$ cat src/rtl/tetris_input_sequencer_if.sv
// Command handshake between tetris_input_sequencer (master) and
// tetris_control (slave).
//   cmd_valid   : slot holds a command
//   cmd_ready   : consumer accepts the command this cycle
//   cmd[2:0]    : 0 LEFT, 1 RIGHT, 2 ROTATE, 3 DOWN, 4 DROP, 5 HOLD
//   cmd_gravity : DOWN command originated from the gravity timer
interface tetris_input_sequencer_if;
  logic       cmd_valid;
  logic       cmd_ready;
  logic [2:0] cmd;
  logic       cmd_gravity;

  modport master (output cmd_valid, output cmd, output cmd_gravity, input cmd_ready);
  modport slave  (input cmd_valid, input cmd, input cmd_gravity, output cmd_ready);
endinterface

$ cat src/rtl/tetris_input_sequencer.sv
// tetris_input_sequencer
// Turns the raw USB keycode and the VGA frame strobe into single move
// commands for tetris_control: press detection, DAS/ARR auto-repeat,
// level-scaled gravity and fixed-priority arbitration into a one-entry slot.
// Optional feature: define TETRIS_HOLD_EN to add the HOLD key (cmd=5).
// Ports:
//   clk         : system clock
//   reset       : asynchronous, active-high
//   game_active : low flushes and holds all state
//   keycode     : current USB keycode, 8'h00 = no key
//   frame_vs    : VGA_VS, active low, synchronous to clk
//   level       : current level 0..15
//   frame_tick  : one-cycle pulse on the falling edge of frame_vs
//   cmd_if      : command handshake (master side)
module tetris_input_sequencer #(
  parameter logic [7:0]  KEY_LEFT   = 8'h04,
  parameter logic [7:0]  KEY_RIGHT  = 8'h07,
  parameter logic [7:0]  KEY_ROT    = 8'h1A,
  parameter logic [7:0]  KEY_DOWN   = 8'h16,
  parameter logic [7:0]  KEY_DROP   = 8'h2C,
`ifdef TETRIS_HOLD_EN
  parameter logic [7:0]  KEY_HOLD   = 8'h06,
`endif
  parameter int unsigned DAS_FRAMES = 12,
  parameter int unsigned ARR_FRAMES = 3,
  parameter int unsigned GRAV_BASE  = 48,
  parameter int unsigned GRAV_STEP  = 4
) (
  input  logic       clk,
  input  logic       reset,
  input  logic       game_active,
  input  logic [7:0] keycode,
  input  logic       frame_vs,
  input  logic [3:0] level,
  output logic       frame_tick,
  tetris_input_sequencer_if.master cmd_if
);

  typedef enum logic {S_EMPTY, S_FULL} state_e;
  typedef enum logic [2:0] {
    CMD_LEFT = 3'd0, CMD_RIGHT = 3'd1, CMD_ROT = 3'd2,
    CMD_DOWN = 3'd3, CMD_DROP  = 3'd4, CMD_HOLD = 3'd5
  } cmd_e;

  // Pending-flag bit positions
  localparam int unsigned EV_LEFT  = 0;
  localparam int unsigned EV_RIGHT = 1;
  localparam int unsigned EV_ROT   = 2;
  localparam int unsigned EV_DOWN  = 3;
  localparam int unsigned EV_DROP  = 4;
  localparam int unsigned EV_HOLD  = 5;
  localparam int unsigned EV_GRAV  = 6;
  localparam int unsigned NEV      = 7;

  logic           vs_q;
  logic [7:0]     key_q, key_prev_q;
  logic [4:0]     hold_q, hold_d, hold_inc;
  logic           rep_en_q, rep_en_d;
  logic [7:0]     grav_cnt_q, grav_cnt_d;
  logic [NEV-1:0] flag_q, flag_d;
  state_e         state_q, state_d;
  cmd_e           cmd_q, cmd_d;
  logic           grav_q, grav_d;

  logic [NEV-1:0] key_oh, ev, pend, win_sel;
  logic           key_changed, press, rep_fire, grav_ev, key_down_acc, load;
  logic [7:0]     grav_sub, interval;
  cmd_e           win_cmd;
  logic           win_grav;

  assign frame_tick = vs_q & ~frame_vs;

  always_comb begin
    key_oh = '0;
    if      (key_q == KEY_LEFT)  key_oh[EV_LEFT]  = 1'b1;
    else if (key_q == KEY_RIGHT) key_oh[EV_RIGHT] = 1'b1;
    else if (key_q == KEY_ROT)   key_oh[EV_ROT]   = 1'b1;
    else if (key_q == KEY_DOWN)  key_oh[EV_DOWN]  = 1'b1;
    else if (key_q == KEY_DROP)  key_oh[EV_DROP]  = 1'b1;
`ifdef TETRIS_HOLD_EN
    else if (key_q == KEY_HOLD)  key_oh[EV_HOLD]  = 1'b1;
`endif
  end

  assign key_changed  = (key_q != key_prev_q);
  assign press        = key_changed & (|key_oh);
  assign key_down_acc = cmd_if.cmd_valid & cmd_if.cmd_ready & (cmd_q == CMD_DOWN) & ~grav_q;

  // Hold counter: DAS fires at DAS_FRAMES, then the counter folds back to
  // DAS_FRAMES every ARR_FRAMES so it stays bounded while a key is held.
  always_comb begin
    hold_inc = hold_q + 5'd1;
    hold_d   = hold_q;
    rep_fire = 1'b0;
    if (!game_active || key_changed) begin
      hold_d = '0;
    end else if (frame_tick) begin
      hold_d = (hold_inc == 5'(DAS_FRAMES + ARR_FRAMES)) ? 5'(DAS_FRAMES) : hold_inc;
      rep_fire = (hold_inc == 5'(DAS_FRAMES)) || (hold_inc == 5'(DAS_FRAMES + ARR_FRAMES));
    end
  end

  // Repeat is armed only by a press seen while the game runs, so a key held
  // across a flush never auto-repeats until it is pressed again.
  always_comb begin
    rep_en_d = rep_en_q;
    if (!game_active)     rep_en_d = 1'b0;
    else if (key_changed) rep_en_d = press;
  end

  always_comb begin
    grav_sub = 8'(GRAV_STEP) * {4'd0, level};
    interval = (8'(GRAV_BASE) > grav_sub) ? (8'(GRAV_BASE) - grav_sub) : 8'd1;
    grav_cnt_d = grav_cnt_q;
    grav_ev    = 1'b0;
    if (!game_active || key_down_acc) begin
      grav_cnt_d = '0;
    end else if (frame_tick) begin
      // >= so a level raised mid-count fires promptly instead of wrapping
      if (grav_cnt_q >= interval - 8'd1) begin
        grav_cnt_d = '0;
        grav_ev    = 1'b1;
      end else begin
        grav_cnt_d = grav_cnt_q + 8'd1;
      end
    end
  end

  // New events bypass the flags so a press reaches the slot two edges after
  // the keycode changes.
  always_comb begin
    ev = '0;
    if (game_active) begin
      if (press) ev = key_oh;
      if (rep_fire && rep_en_q && !key_changed)
        ev = ev | (key_oh & 7'b0001011);
      ev[EV_GRAV] = grav_ev;
    end
    pend = flag_q | ev;
    if (key_down_acc) pend[EV_GRAV] = 1'b0;
  end

  always_comb begin
    win_sel  = '0;
    win_cmd  = CMD_LEFT;
    win_grav = 1'b0;
    if (pend[EV_DROP]) begin
      win_sel[EV_DROP] = 1'b1; win_cmd = CMD_DROP;
    end else if (pend[EV_HOLD]) begin
      win_sel[EV_HOLD] = 1'b1; win_cmd = CMD_HOLD;
    end else if (pend[EV_ROT]) begin
      win_sel[EV_ROT] = 1'b1; win_cmd = CMD_ROT;
    end else if (pend[EV_LEFT]) begin
      win_sel[EV_LEFT] = 1'b1; win_cmd = CMD_LEFT;
    end else if (pend[EV_RIGHT]) begin
      win_sel[EV_RIGHT] = 1'b1; win_cmd = CMD_RIGHT;
    end else if (pend[EV_DOWN]) begin
      win_sel[EV_DOWN] = 1'b1; win_cmd = CMD_DOWN;
    end else if (pend[EV_GRAV]) begin
      win_sel[EV_GRAV] = 1'b1; win_cmd = CMD_DOWN; win_grav = 1'b1;
    end
  end

  assign load = game_active & (|pend) & ((state_q == S_EMPTY) | cmd_if.cmd_ready);

  // A loaded flag that sees a fresh event of its own type in the same cycle
  // stays set: one event in the slot, one still pending.
  always_comb begin
    flag_d = '0;
    if (game_active) begin
      for (int unsigned i = 0; i < NEV; i++)
        flag_d[i] = (load && win_sel[i]) ? (flag_q[i] & ev[i]) : (flag_q[i] | ev[i]);
      if (key_down_acc) flag_d[EV_GRAV] = 1'b0;
    end
  end

  always_comb begin
    cmd_d  = cmd_q;
    grav_d = grav_q;
    if (load) begin
      cmd_d  = win_cmd;
      grav_d = win_grav;
    end
  end

  // Slot FSM: state register
  always_ff @(posedge clk or posedge reset) begin
    if (reset) state_q <= S_EMPTY;
    else       state_q <= state_d;
  end

  // Slot FSM: next state
  always_comb begin
    state_d = state_q;
    if (!game_active) begin
      state_d = S_EMPTY;
    end else begin
      case (state_q)
        S_EMPTY: if (|pend) state_d = S_FULL;
        S_FULL:  if (cmd_if.cmd_ready && !(|pend)) state_d = S_EMPTY;
        default: state_d = S_EMPTY;
      endcase
    end
  end

  // Slot FSM: outputs
  always_comb begin
    cmd_if.cmd_valid   = (state_q == S_FULL);
    cmd_if.cmd         = cmd_q;
    cmd_if.cmd_gravity = grav_q;
  end

  always_ff @(posedge clk or posedge reset) begin
    if (reset) begin
      vs_q       <= 1'b0;
      key_q      <= '0;
      key_prev_q <= '0;
      hold_q     <= '0;
      rep_en_q   <= 1'b0;
      grav_cnt_q <= '0;
      flag_q     <= '0;
      cmd_q      <= CMD_LEFT;
      grav_q     <= 1'b0;
    end else begin
      vs_q       <= frame_vs;
      key_q      <= keycode;
      key_prev_q <= key_q;
      hold_q     <= hold_d;
      rep_en_q   <= rep_en_d;
      grav_cnt_q <= grav_cnt_d;
      flag_q     <= flag_d;
      cmd_q      <= cmd_d;
      grav_q     <= grav_d;
    end
  end

endmodule

$ cat src/flat_wrapper.sv
// flat-port wrapper written by rule: the top's interface ports become plain ports
module tetris_input_sequencer_flat 
#(
  parameter logic [7:0]  KEY_LEFT   = 8'h04,
  parameter logic [7:0]  KEY_RIGHT  = 8'h07,
  parameter logic [7:0]  KEY_ROT    = 8'h1A,
  parameter logic [7:0]  KEY_DOWN   = 8'h16,
  parameter logic [7:0]  KEY_DROP   = 8'h2C,

  parameter int unsigned DAS_FRAMES = 12,
  parameter int unsigned ARR_FRAMES = 3,
  parameter int unsigned GRAV_BASE  = 48,
  parameter int unsigned GRAV_STEP  = 4
)
  (clk, reset, game_active, keycode, frame_vs, level, frame_tick, cmd_if_cmd_valid, cmd_if_cmd, cmd_if_cmd_gravity, cmd_if_cmd_ready);
  tetris_input_sequencer_if cmd_if_i ();
  input  logic clk;
  input  logic reset;
  input  logic game_active;
  input  logic [7:0] keycode;
  input  logic frame_vs;
  input  logic [3:0] level;
  output logic frame_tick;
  output wire logic [$bits(cmd_if_i.cmd_valid)-1:0] cmd_if_cmd_valid;
  output wire logic [$bits(cmd_if_i.cmd)-1:0] cmd_if_cmd;
  output wire logic [$bits(cmd_if_i.cmd_gravity)-1:0] cmd_if_cmd_gravity;
  input wire logic [$bits(cmd_if_i.cmd_ready)-1:0] cmd_if_cmd_ready;
  assign cmd_if_cmd_valid = cmd_if_i.cmd_valid;
  assign cmd_if_cmd = cmd_if_i.cmd;
  assign cmd_if_cmd_gravity = cmd_if_i.cmd_gravity;
  assign cmd_if_i.cmd_ready = cmd_if_cmd_ready;
  tetris_input_sequencer #(.KEY_LEFT(KEY_LEFT), .KEY_RIGHT(KEY_RIGHT), .KEY_ROT(KEY_ROT), .KEY_DOWN(KEY_DOWN), .KEY_DROP(KEY_DROP), .DAS_FRAMES(DAS_FRAMES), .ARR_FRAMES(ARR_FRAMES), .GRAV_BASE(GRAV_BASE), .GRAV_STEP(GRAV_STEP)) u_core (.clk(clk), .reset(reset), .game_active(game_active), .keycode(keycode), .frame_vs(frame_vs), .level(level), .frame_tick(frame_tick), .cmd_if(cmd_if_i));
endmodule
$ cat config.mk
export PLATFORM = sky130hd
export DESIGN_NAME = tetris_input_sequencer_flat
export DESIGN_NICKNAME = d
export VERILOG_FILES = /design/src/rtl/tetris_input_sequencer_if.sv /design/src/rtl/tetris_input_sequencer.sv /design/src/flat_wrapper.sv
export SDC_FILE = /design/constraint.sdc
export NUM_CORES = 1
export LEC_CHECK = 0
export ABC_AREA = 0
export CAP_MARGIN = 20
export CORE_MARGIN = 5
export CORE_UTILIZATION = 55
export DETAILED_ROUTE_END_ITERATION = 10
export PLACE_DENSITY_LB_ADDON = 0.2
export SLEW_MARGIN = 25
export SYNTH_ARGS = -nofsm -noshare
export SYNTH_HDL_FRONTEND = slang
export SYNTH_SLANG_ARGS = --single-unit
export TNS_END_PERCENT = 1
$ cat constraint.sdc
create_clock -name clk -period 3.2 [get_ports clk]
set_input_delay 0.8 -clock clk [delete_from_list [all_inputs] [get_ports clk]]
set_output_delay 0.8 -clock clk [all_outputs]
set_load 0.005 [all_outputs]
==> reports/summary.txt, run 1 <==
distinct cell type count after synthesis: 67
most area-consuming cells after synthesis: dfrtp_1 (42%), ha_1 (6.6%), o21ai_0 (3.2%), xor2_1 (3.2%), nand2_1 (3.0%)
Pre-antenna DRT Iters: 4
fmax: 318 MHz
post-route design area: 2940 sq um
CTS clk-pin slew, worst paths: 70 ps
Mapped Nets: 272
Leak: 1.39 nW
Clock Path Buffers: 2
fin nets: 310
CP endpoint kind: flop
Compound-Gate Fraction of Synth Area: 17.1%
die span in x: 77.1 um
CP Class: in -> reg
reg2reg setup slack: 570 ps
Vias/cell: 5.70
Setup-failing EPs final: 0
ys async rst share: 100%
status: completed
hpwl dp: 3640 um
number of antenna violations at the first check in global routing: 0
# IOs: 23
DR iter-0 viols: 93
Rel. slew slack: 62.8%
vias post-DR: 1887
die area: 5940 sq um
met3 usage: 4.22%
reg-to-reg startpoint: u_core.grav_cnt_q[0]$_DFFE_PP0P_
Worst Path Max Fanout: 4
CTS tree: yes
aggregate global-route resource usage: 18.2%
mean area per synthesized cell: 10.2 sq um
vias in the first global route: 1924
Ys Warns: 0
main combinational cell family by area after synthesis: simple AND/OR/NAND/NOR gates
Hold Fails Final Rpt: 0
Max H-tree Level: 2
Post-DP Area: 2790 sq um
Post-Route Skew: 6.83 ps
Main synth FF type: dfrtp_1
area of the mapped netlist: 2470 sq um
CP Data Required Time: 3370 ps
GR met1 Demand/Resource: 24.9%
met2 Use GR: 29.2%
launch point of the worst path: level[2]
crit share post-route: 98.3%
RSZ-0062 raised after global routing: yes
Mapped Cells: 242
Rows: 24
Critical Path AT: 3320 ps
Synth top area share: 42.5%
RR Endpoint: u_core.cmd_if.cmd[1]$_DFFE_PP0N_
crit path time final: 3140 ps
Hold WC Path Type: reg -> reg
port bufs: 22
Clock Sink Count: 42
DR WL/cell: 15.2 um
sequential fraction of the synthesis area: 42.5%
adder-cell area share of the yosys netlist: 7.38%
share of layout cells above drive strength 1: 21.1%
maximum vdd drop: 0.226 mV
remaining antenna violation count after routing: 0
# DRC: 0
CTS buffer count: 5
Pwr Density: 358 nW/um^2
Setup crit end: u_core.cmd_if.cmd[1]$_DFFE_PP0N_
fillers: 357
first-pass GRT wire length: 8950 um
Die H: 77.1 um
Layout area overhead: 19.0%
layer with the highest usage: met2
Tot Pwr: 0.00105 W
largest net degree at the start of global routing: 43
pins over their slew limit: 0
core area: 4350 sq um
post-synthesis simple-gate area fraction: 23.2%
final WL: 5020 um
Max Cap Viol: 0
xor/xnor share of the synthesized area: 4.55%
EDFF count, synth: 0
startpoint types: primary input
multiplexer share of the synthesized area: 1.01%
dominant cell type by area after synthesis: dfrtp_1
clock latency on the worst-skew pair: 280 ps
FF+latch count, synth: 42
Root Driver: clkbuf_8
R2R cell count: 9
# hold bufs at CTS: 0
actual slew at the worst max-slew pin: 551 ps
Final Wtd Congestion: 0.806
GRT Residual Overflow: 0
Starting Density: 56.8%
# diodes: 0
## through the flow
stage / hold WS (ps) / util (%) / TNS [ps] / std cells / worst slack (ps)
6_report: 457 / 67.6 / 0 / 331 / 55.2
5_1_grt: 485 / 67.6 / -129 / 331 / -76.9
4_1_cts: 464 / 66.9 / 0 / 330 / 3.08
3_5_place_dp: 448 / 64.2 / -4590 / 321 / -629
3_3_place_gp: 439 / 64.2 / -3640 / 321 / -564
2_1_floorplan: 374 / - / 0 / 242 / 9.00
## how the worst min path moves through the flow
stage | endpoint | depth (start not counted) | from
after floorplan | u_core.key_prev_q[1]$_DFF_PP0_ | 0 | u_core.key_q[1]$_DFF_PP0_
after global placement | u_core.key_prev_q[7]$_DFF_PP0_ | 0 | u_core.key_q[7]$_DFF_PP0_
after detailed placement | u_core.key_prev_q[6]$_DFF_PP0_ | 0 | u_core.key_q[6]$_DFF_PP0_
after CTS | u_core.key_prev_q[6]$_DFF_PP0_ | 0 | u_core.key_q[6]$_DFF_PP0_
after global routing | u_core.key_prev_q[7]$_DFF_PP0_ | 0 | u_core.key_q[7]$_DFF_PP0_
final | u_core.key_prev_q[6]$_DFF_PP0_ | 0 | u_core.key_q[6]$_DFF_PP0_
## state kept, by name, indices dropped and copies added, names as in the netlist
register / count
u_core.hold_q: 5
u_core.grav_cnt_q: 8
u_core.cmd_if.cmd: 3
u_core.cmd_if.cmd_valid: 1
u_core.rep_en_q: 1
u_core.vs_q: 1
u_core.cmd_if.cmd_gravity: 1
u_core.flag_q: 6
u_core.key_prev_q: 8
u_core.key_q: 8
## logic make-up after synthesis
logic type,after synthesis
XOR/XNOR,12
AO/OA/AOI/OAI,56
adder cells (fa/ha/maj),15
buffers and inverters,20
multiplexers,2
AND/OR/NAND/NOR,94
other,1
flip-flops,42
## routing by layer
metal | vias to the layer above | share of wire (%)
met2 | 29 | 48
met3 | 2 | 3.3
met5 | - | 0
met1 | 920 | 48
met4 | 0 | 0.50
li1 | 936 | -
## layout make-up
type                            instances  area, sq um  area share (%)
Timing Repair Buffer                   37          327            11.1
Sequential cell                        42         1050            35.7
Multi-Input combinational cell        180         1370            46.4
Inverter                               14         52.6            1.79
Clock buffer                            6         82.6            2.81
Tap cell                               52         65.1            2.21
## repair_timing
action                     4_1_cts  5_1_grt
pin swaps                        9        5
setup buffers                    3        1
gates resized for setup         14        7
setup endpoints to repair        9        5
## synth_stat cells (3+ instances only)
cell,instances
a21oi_1,7
o21a_1,3
and2_2,3
nand2_1,20
nor2_1,19
o21ai_0,16
dfrtp_1,42
o211a_1,4
nand3_1,7
and2_1,3
xor2_1,9
ha_1,13
nor2b_1,3
or2_2,3
nand2b_1,4
and3_1,3
nand4_1,3
o31ai_1,3
a211oi_1,3
nor3_1,3
inv_1,14
## power by group
group | internal, W | leakage (nW) | switching (W)
combinational | 0.0000835 | 0.805 | 0.0000707
clock | 0.000166 | 0.0431 | 0.000158
sequential | 0.000552 | 0.544 | 0.0000214
## cell usage in the layout (no fill, tap or decap), drive strengths merged, types with 2 or more instances in the layout
cell type | netlist | layout
o21ai | 19 | 19
nor3 | 3 | 3
and3 | 4 | 4
dfrtp | 42 | 42
nor2b | 3 | 3
inv | 14 | 14
ha | 13 | 13
nor2 | 19 | 19
or3 | 3 | 3
nor3b | 2 | 2
o31ai | 4 | 4
nand2 | 21 | 21
or2 | 3 | 3
nand2b | 5 | 5
a21oi | 7 | 7
maj3 | 2 | 2
clkdlybuf4s50 | 0 | 18
nand4 | 3 | 3
a32o | 2 | 2
buf | 3 | 16
nor4 | 5 | 5
a211oi | 4 | 4
dlygate4sd2 | 0 | 2
o211a | 4 | 4
o21a | 3 | 3
nor4b | 2 | 2
clkbuf | 2 | 6
xor2 | 10 | 10
a21boi | 3 | 3
and2 | 7 | 7
a2111oi | 3 | 3
nand3 | 7 | 7
xnor2 | 2 | 2
## worst max-delay path, stage by stage
cell and delay [ps]:
dlygate4sd2_1 270, nand2_2 90, buf_4 110, inv_1 30
ha_1 310, a2111oi_4 400, o31ai_2 110, a32o_2 280
or3_4 380, a311o_1 270, a32o_2 260
(Power assumes the default switching activity.)
==> run 2, diff against run 1 <==
ABC_AREA = 1   (was 0)
==> run 2 against run 1 <==
Net effect: synthesized cell count is 30% higher; routed wire length is 3.7% lower; hold slack worse by 35 ps; setup slack better by 180 ps; global-route usage is 1.0 points lower; via count is 11% higher; area after synthesis is 1.4% higher; register-to-register slack better by 620 ps; cell count is 25% higher; largest cell class unchanged.
==> reports/summary.txt, run 2 <==
Rows: 24
Hold EP: u_core.key_prev_q[6]$_DFF_PP0_
reg2reg setup slack: 1190 ps
Worst Path Max Fanout: 6
Tot Pwr: 0.00116 W
# hold bufs at CTS: 0
Internal: 0.000883 W
vias post-DR: 2088
largest net degree at the start of global routing: 43
R2R cell count: 14
final WL: 4830 um
CTS clk-pin slew, worst paths: 70 ps
# IOs: 23
Clock Sink Count: 42
CP Class: in -> reg
Max Cap Viol: 0
Starting Density: 57.2%
distinct cell type count after synthesis: 35
top cells by count, synth: nand2_1 (65), inv_1 (55), dfrtp_1 (42)
clock network power share: 36.4%
share of layout cells above drive strength 1: 20.5%
number of antenna violations at the first check in global routing: 0
Hold WC Path Type: reg -> reg
most frequent cells in the layout: nand2_1 (61), inv_1 (50), dfrtp_1 (42), nor2_1 (31)
first-pass GRT wire length: 8510 um
dominant cell type by area after synthesis: dfrtp_1
crit path time final: 2960 ps
DR iter-0 viols: 87
aggregate global-route resource usage: 17.2%
die span in x: 77.5 um
Pre-antenna DRT Iters: 4
core area: 4380 sq um
most common cell after layout, fill and taps aside: nand2_1
RSZ-0062 raised after global routing: no
Final Wtd Congestion: 0.866
Ys Warns: 0
FF+latch count, synth: 42
CP endpoint kind: flop
crit share post-route: 92.6%
EDFF count, synth: 0
Seq pwr share: 49.4%
reg-to-reg startpoint: u_core.key_q[1]$_DFF_PP0_
# DRC: 0
# diodes: 0
Combinational Power Share: 14.1%
Clock Path Buffers: 2
clock latency on the worst-skew pair: 300 ps
Hold Fails Final Rpt: 0
remaining antenna violation count after routing: 0
fillers: 367
vias in the first global route: 2046
Synth top area share: 41.9%
Critical Path AT: 3200 ps
maximum vdd drop: 0.367 mV
Vias/cell: 5.06
Root Driver: clkbuf_8
Main synth FF type: dfrtp_1
GRT Residual Overflow: 0
actual slew at the worst max-slew pin: 520 ps
hold path startpoint: u_core.key_q[6]$_DFF_PP0_
Die H: 77.5 um
most common cell in the netlist: nand2_1
Mapped Nets: 345
sequential fraction of the synthesis area: 41.9%
hpwl dp: 3620 um
status: completed
pins over their slew limit: 0
CP Data Required Time: 3440 ps
die area: 6010 sq um
Net Sw Power: 0.000272 W
startpoint types: primary input
area of the mapped netlist: 2510 sq um
Setup-failing EPs final: 0
Regs by FF count: u_core.grav_cnt_q: 8 flops, u_core.key_prev_q: 8 flops, u_core.key_q: 8 flops
Max H-tree Level: 2
Leak: 1.60 nW
Layout area overhead: 24.2%
RR Endpoint: u_core.flag_q[6]$_DFF_PP0_
ys async rst share: 100%
mean area per synthesized cell: 7.96 sq um
Setup TNS: 0 ps
CTS buffer count: 5
fin nets: 391
Hold Path Stages: 0
CTS tree: yes
Post-Route Skew: 7.42 ps
Net Sw Frac: 23.6%
fmax: 337 MHz
most area-consuming cells after synthesis: dfrtp_1 (42%), nand2_1 (9.7%), inv_1 (8.2%), ha_1 (6.5%), nor2_1 (4.9%)
Mapped Cells: 315
port bufs: 22
Rel. slew slack: 65.3%
Pwr Density: 371 nW/um^2
DR WL/cell: 11.7 um
[run 2: cells by family (layout without fill, tap and decap cells)]
| logic type | after synthesis | in the layout | share of synthesized area (%) |
|---|---|---|---|
| adders and majority gates | 13 | 13 | 6.49 |
| DFF | 42 | 42 | 41.9 |
| xor gates and xnor gates | 8 | 8 | 2.79 |
| buffers and inverters | 63 | 109 | 9.48 |
| AOI/OAI and AO/OA | 40 | 40 | 9.68 |
| and+or+nand+nor | 148 | 148 | 29.5 |
| other | 1 | 1 | 0.150 |
[run 2: routing by layer]
metal | track usage (%) | share of wire, % | wire length [um]
met3 | 4.05 | 4.0 | 191
met2 | 30.5 | 50 | 2430
met4 | 4.81 | 1.4 | 70
met1 | 20.7 | 44 | 2140
met5 | 0 | 0 | 0
[run 2: worst max-delay path, cell delays in order]
cell	delay, ps
dlygate4sd2_1	240
inv_1	80
ha_4	200
inv_2	50
nand2_1	60
a221oi_2	170
o211ai_1	130
ha_1	320
a21oi_2	140
o21a_1	170
nand3_2	100
nand2_2	70
nand2_2	70
nand2_4	80
nand3_4	90
nor2_4	140
nand2_8	90
nand3b_1	100
nand2_1	60
inv_1	50
[run 2: area by class of cell]
class                   instances  area (sq um)  area share, %
repair buffers                 40           362           11.6
clock buffers                   6          82.6           2.65
multi-input cells             210          1290           41.5
well taps                      52          65.1           2.09
clock inverters                 1          30.0          0.964
inverters                      62           233           7.47
flip-flops and latches         42          1050           33.7
[run 2: metrics by stage]
| step | worst slack [ps] | hold slack, ps | util (%) | instances | instance area [sq um] |
|---|---|---|---|---|---|
| 2_1_floorplan | 183 | 393 | - | 315 | 2510 |
| 3_3_place_gp | -350 | 404 | 66.2 | 403 | 2900 |
| 3_5_place_dp | -455 | 412 | 66.2 | 403 | 2900 |
| 4_1_cts | 26.5 | 429 | 69.6 | 411 | 3050 |
| 5_1_grt | 8.19 | 454 | 71.0 | 413 | 3110 |
| 6_report | 235 | 421 | 71.0 | 413 | 3110 |
[run 2: power groups by stage]
stage	logic [W]	clock network (W)	registers [W]
2_1_floorplan	0.0000801	0	0.000580
3_3_place_gp	0.000153	0	0.000581
3_5_place_dp	0.000156	0	0.000582
4_1_cts	0.000161	0.000436	0.000571
5_1_grt	0.000184	0.000456	0.000576
6_report	0.000163	0.000421	0.000571
[run 2: worst max path at each step]
stage | from | to | slack (ps) | cells after the start
after detailed placement | level[0] | u_core.cmd_if.cmd_valid$_DFF_PP0_ | -450 | 19
after floorplan | level[0] | u_core.cmd_if.cmd_valid$_DFF_PP0_ | 180 | 18
final | level[0] | u_core.flag_q[0]$_DFF_PP0_ | 240 | 20
after global routing | level[0] | u_core.flag_q[0]$_DFF_PP0_ | 8 | 20
after global placement | level[0] | u_core.cmd_if.cmd_valid$_DFF_PP0_ | -350 | 19
after CTS | level[1] | u_core.cmd_if.cmd_gravity$_DFFE_PP0N_ | 30 | 20
[run 2: what timing repair did]
action                     4_1_cts  5_1_grt
setup endpoints to repair       10       10
resized for setup                8       17
setup buffers                    1        2
pin swaps                        9       12
cloned                           0        0
==> run 3, diff against run 2 <==
CORE_ASPECT_RATIO = 1.4   (was default)
==> run 3 against run 2 <==
Net effect: total power is 7.1% lower; cell count is 2.7% higher; hold slack better by 12 ps.
==> reports/summary.txt, run 3 (same netlist as run 2, synthesis figures left out) <==
Rel. slew slack: 65.5%
most frequent cells in the layout: nand2_1 (62), inv_1 (50), dfrtp_1 (42), nor2_1 (30)
Seq pwr share: 53.3%
# IOs: 23
first-pass GRT wire length: 8590 um
die span in x: 67.1 um
Fin Hold WS: 433 ps
Max Cap Viol: 0
Net Sw Power: 0.000289 W
remaining antenna violation count after routing: 0
Combinational Power Share: 15.0%
Setup-failing EPs final: 0
critical-path cell list: dlygate4sd2_1 -> inv_1 -> ha_1 -> inv_2 -> nand2_1 -> a221oi_2 -> o211ai_1 -> ha_1 -> a21oi_2 -> o21a_1 -> nand3_2 -> nand2_1 -> nand2_1 -> nand2_2 -> nand3_4 -> nor2_4 -> nand2_8 -> nand2_8 -> nand2_1 -> o21ai_1
Hold Fails Final Rpt: 0
Clock Sink Count: 42
Pre-antenna DRT Iters: 4
met3 usage: 3.49%
CP Data Required Time: 3420 ps
actual slew at the worst max-slew pin: 517 ps
Internal: 0.000784 W
CTS clk-pin slew, worst paths: 80 ps
Vias/cell: 4.93
DR WL/cell: 11.8 um
Max H-tree Level: 2
fin nets: 391
Net Sw Frac: 26.9%
post-route design area: 3080 sq um
Post-DP Area: 2900 sq um
CTS tree: yes
Final Non-Filler Cells: 424
die area: 6030 sq um
GR met1 Demand/Resource: 20.2%
hold path startpoint: u_core.key_q[6]$_DFF_PP0_
fmax: 330 MHz
number of antenna violations at the first check in global routing: 0
R2R cell count: 14
Hold WC Path Type: reg -> reg
Post-Route Skew: 4.39 ps
Final Wtd Congestion: 0.763
reg2reg setup slack: 1130 ps
Rows: 29
maximum vdd drop: 0.395 mV
Clock Path Buffers: 2
Tot Pwr: 0.00107 W
crit path time final: 3030 ps
CP Class: in -> reg
Critical Path AT: 3250 ps
final WL: 5000 um
# DRC: 0
Regs by FF count: u_core.grav_cnt_q: 8 flops, u_core.key_prev_q: 8 flops, u_core.key_q: 8 flops
Top cell by count, worst path: nand2_1
Inst Count DP: 411
Starting Density: 56.2%
vias in the first global route: 2028
clock latency on the worst-skew pair: 290 ps
CP max stage cell: ha_1
share of layout cells above drive strength 1: 20.4%
Die H: 89.9 um
Pwr Density: 349 nW/um^2
startpoint types: primary input
fillers: 380
core area: 4460 sq um
GRT Residual Overflow: 0
status: completed
pins over their slew limit: 0
aggregate global-route resource usage: 18.2%
vias post-DR: 2091
largest net degree at the start of global routing: 43
layer with the highest usage: met2
hpwl dp: 3760 um
delay of the slowest cell on the worst path: 320 ps
port bufs: 22
Layout area overhead: 22.8%
reg-to-reg startpoint: u_core.hold_q[1]$_DFFE_PP0P_
Place WS: -448 ps
CTS buffer count: 5
# diodes: 0
DR iter-0 viols: 82
Worst Path Max Fanout: 6
RR Endpoint: u_core.cmd_if.cmd_gravity$_DFFE_PP0N_
met2 Use GR: 33.0%
Hold Path Stages: 0
Leak: 1.58 nW
footprint of the multi-input gates: 1270 sq um
Sequential Area: 1050 sq um
clock network power share: 31.7%
CP endpoint kind: flop
# hold bufs at CTS: 0
Root Driver: clkbuf_8
most common cell after layout, fill and taps aside: nand2_1
final worst slack: 172 ps
Hold EP: u_core.key_prev_q[6]$_DFF_PP0_
crit share post-route: 94.6%
==> run 3: metal layers <==
metal | wire length (um) | part of all wire (%) | vias to the layer above
met3 | 172 | 3.4 | 9
met2 | 2760 | 55 | 35
met1 | 1970 | 39 | 954
li1 | - | - | 1093
met5 | 0 | 0 | -
met4 | 102 | 2.0 | 0
==> run 3: cell type report <==
class,count,share of cell area [%]
inverters,62,7.56
multi-input cells,210,41.2
repair buffers,40,11.6
flip-flops and latches,42,34.1
well taps,62,2.52
clock buffers,5,2.24
clock inverters,3,0.691
==> run 3: power groups by stage <==
| stage | clock (W) | sequential (W) | combinational (W) |
|---|---|---|---|
| finish | 0.000340 | 0.000572 | 0.000161 |
| global route | 0.000373 | 0.000577 | 0.000181 |
| CTS | 0.000350 | 0.000572 | 0.000157 |
| detailed placement | 0 | 0.000583 | 0.000153 |
| global placement | 0 | 0.000582 | 0.000151 |
| floorplan | 0 | 0.000580 | 0.0000801 |
==> run 3: worst max path at each step <==
stage | startpoint | to | slack (ps)
after CTS | level[2] | u_core.cmd_if.cmd_gravity$_DFFE_PP0N_ | 170
final | level[0] | u_core.cmd_if.cmd_gravity$_DFFE_PP0N_ | 170
after global placement | level[0] | u_core.cmd_if.cmd_valid$_DFF_PP0_ | -350
after global routing | level[0] | u_core.cmd_if.cmd_gravity$_DFFE_PP0N_ | -30
after detailed placement | level[0] | u_core.cmd_if.cmd_valid$_DFF_PP0_ | -450
after floorplan | level[0] | u_core.cmd_if.cmd_valid$_DFF_PP0_ | 180
==> run 3: worst max-delay path, delay by kind of cell <==
family | cells | cell delay, ps
compound gates | 5 | 660
buf+inv | 3 | 310
simple gates | 10 | 840
fa+ha+maj | 2 | 620
==> run 3: what timing repair did <==
item / 4_1_cts / 5_1_grt
pin swaps: 8 / 11
setup endpoints to repair: 10 / 10
gates resized for setup: 9 / 13
buffers inserted: 4 / 1
hold endpoints to repair: 0 / 0
==> run 3: through the flow <==
stage	setup TNS, ps	util [%]
floorplan	0	-
global placement	-3160	64.9
detailed placement	-4350	64.9
CTS	0	68.2
global route	-82.5	69.0
finish	0	69.0
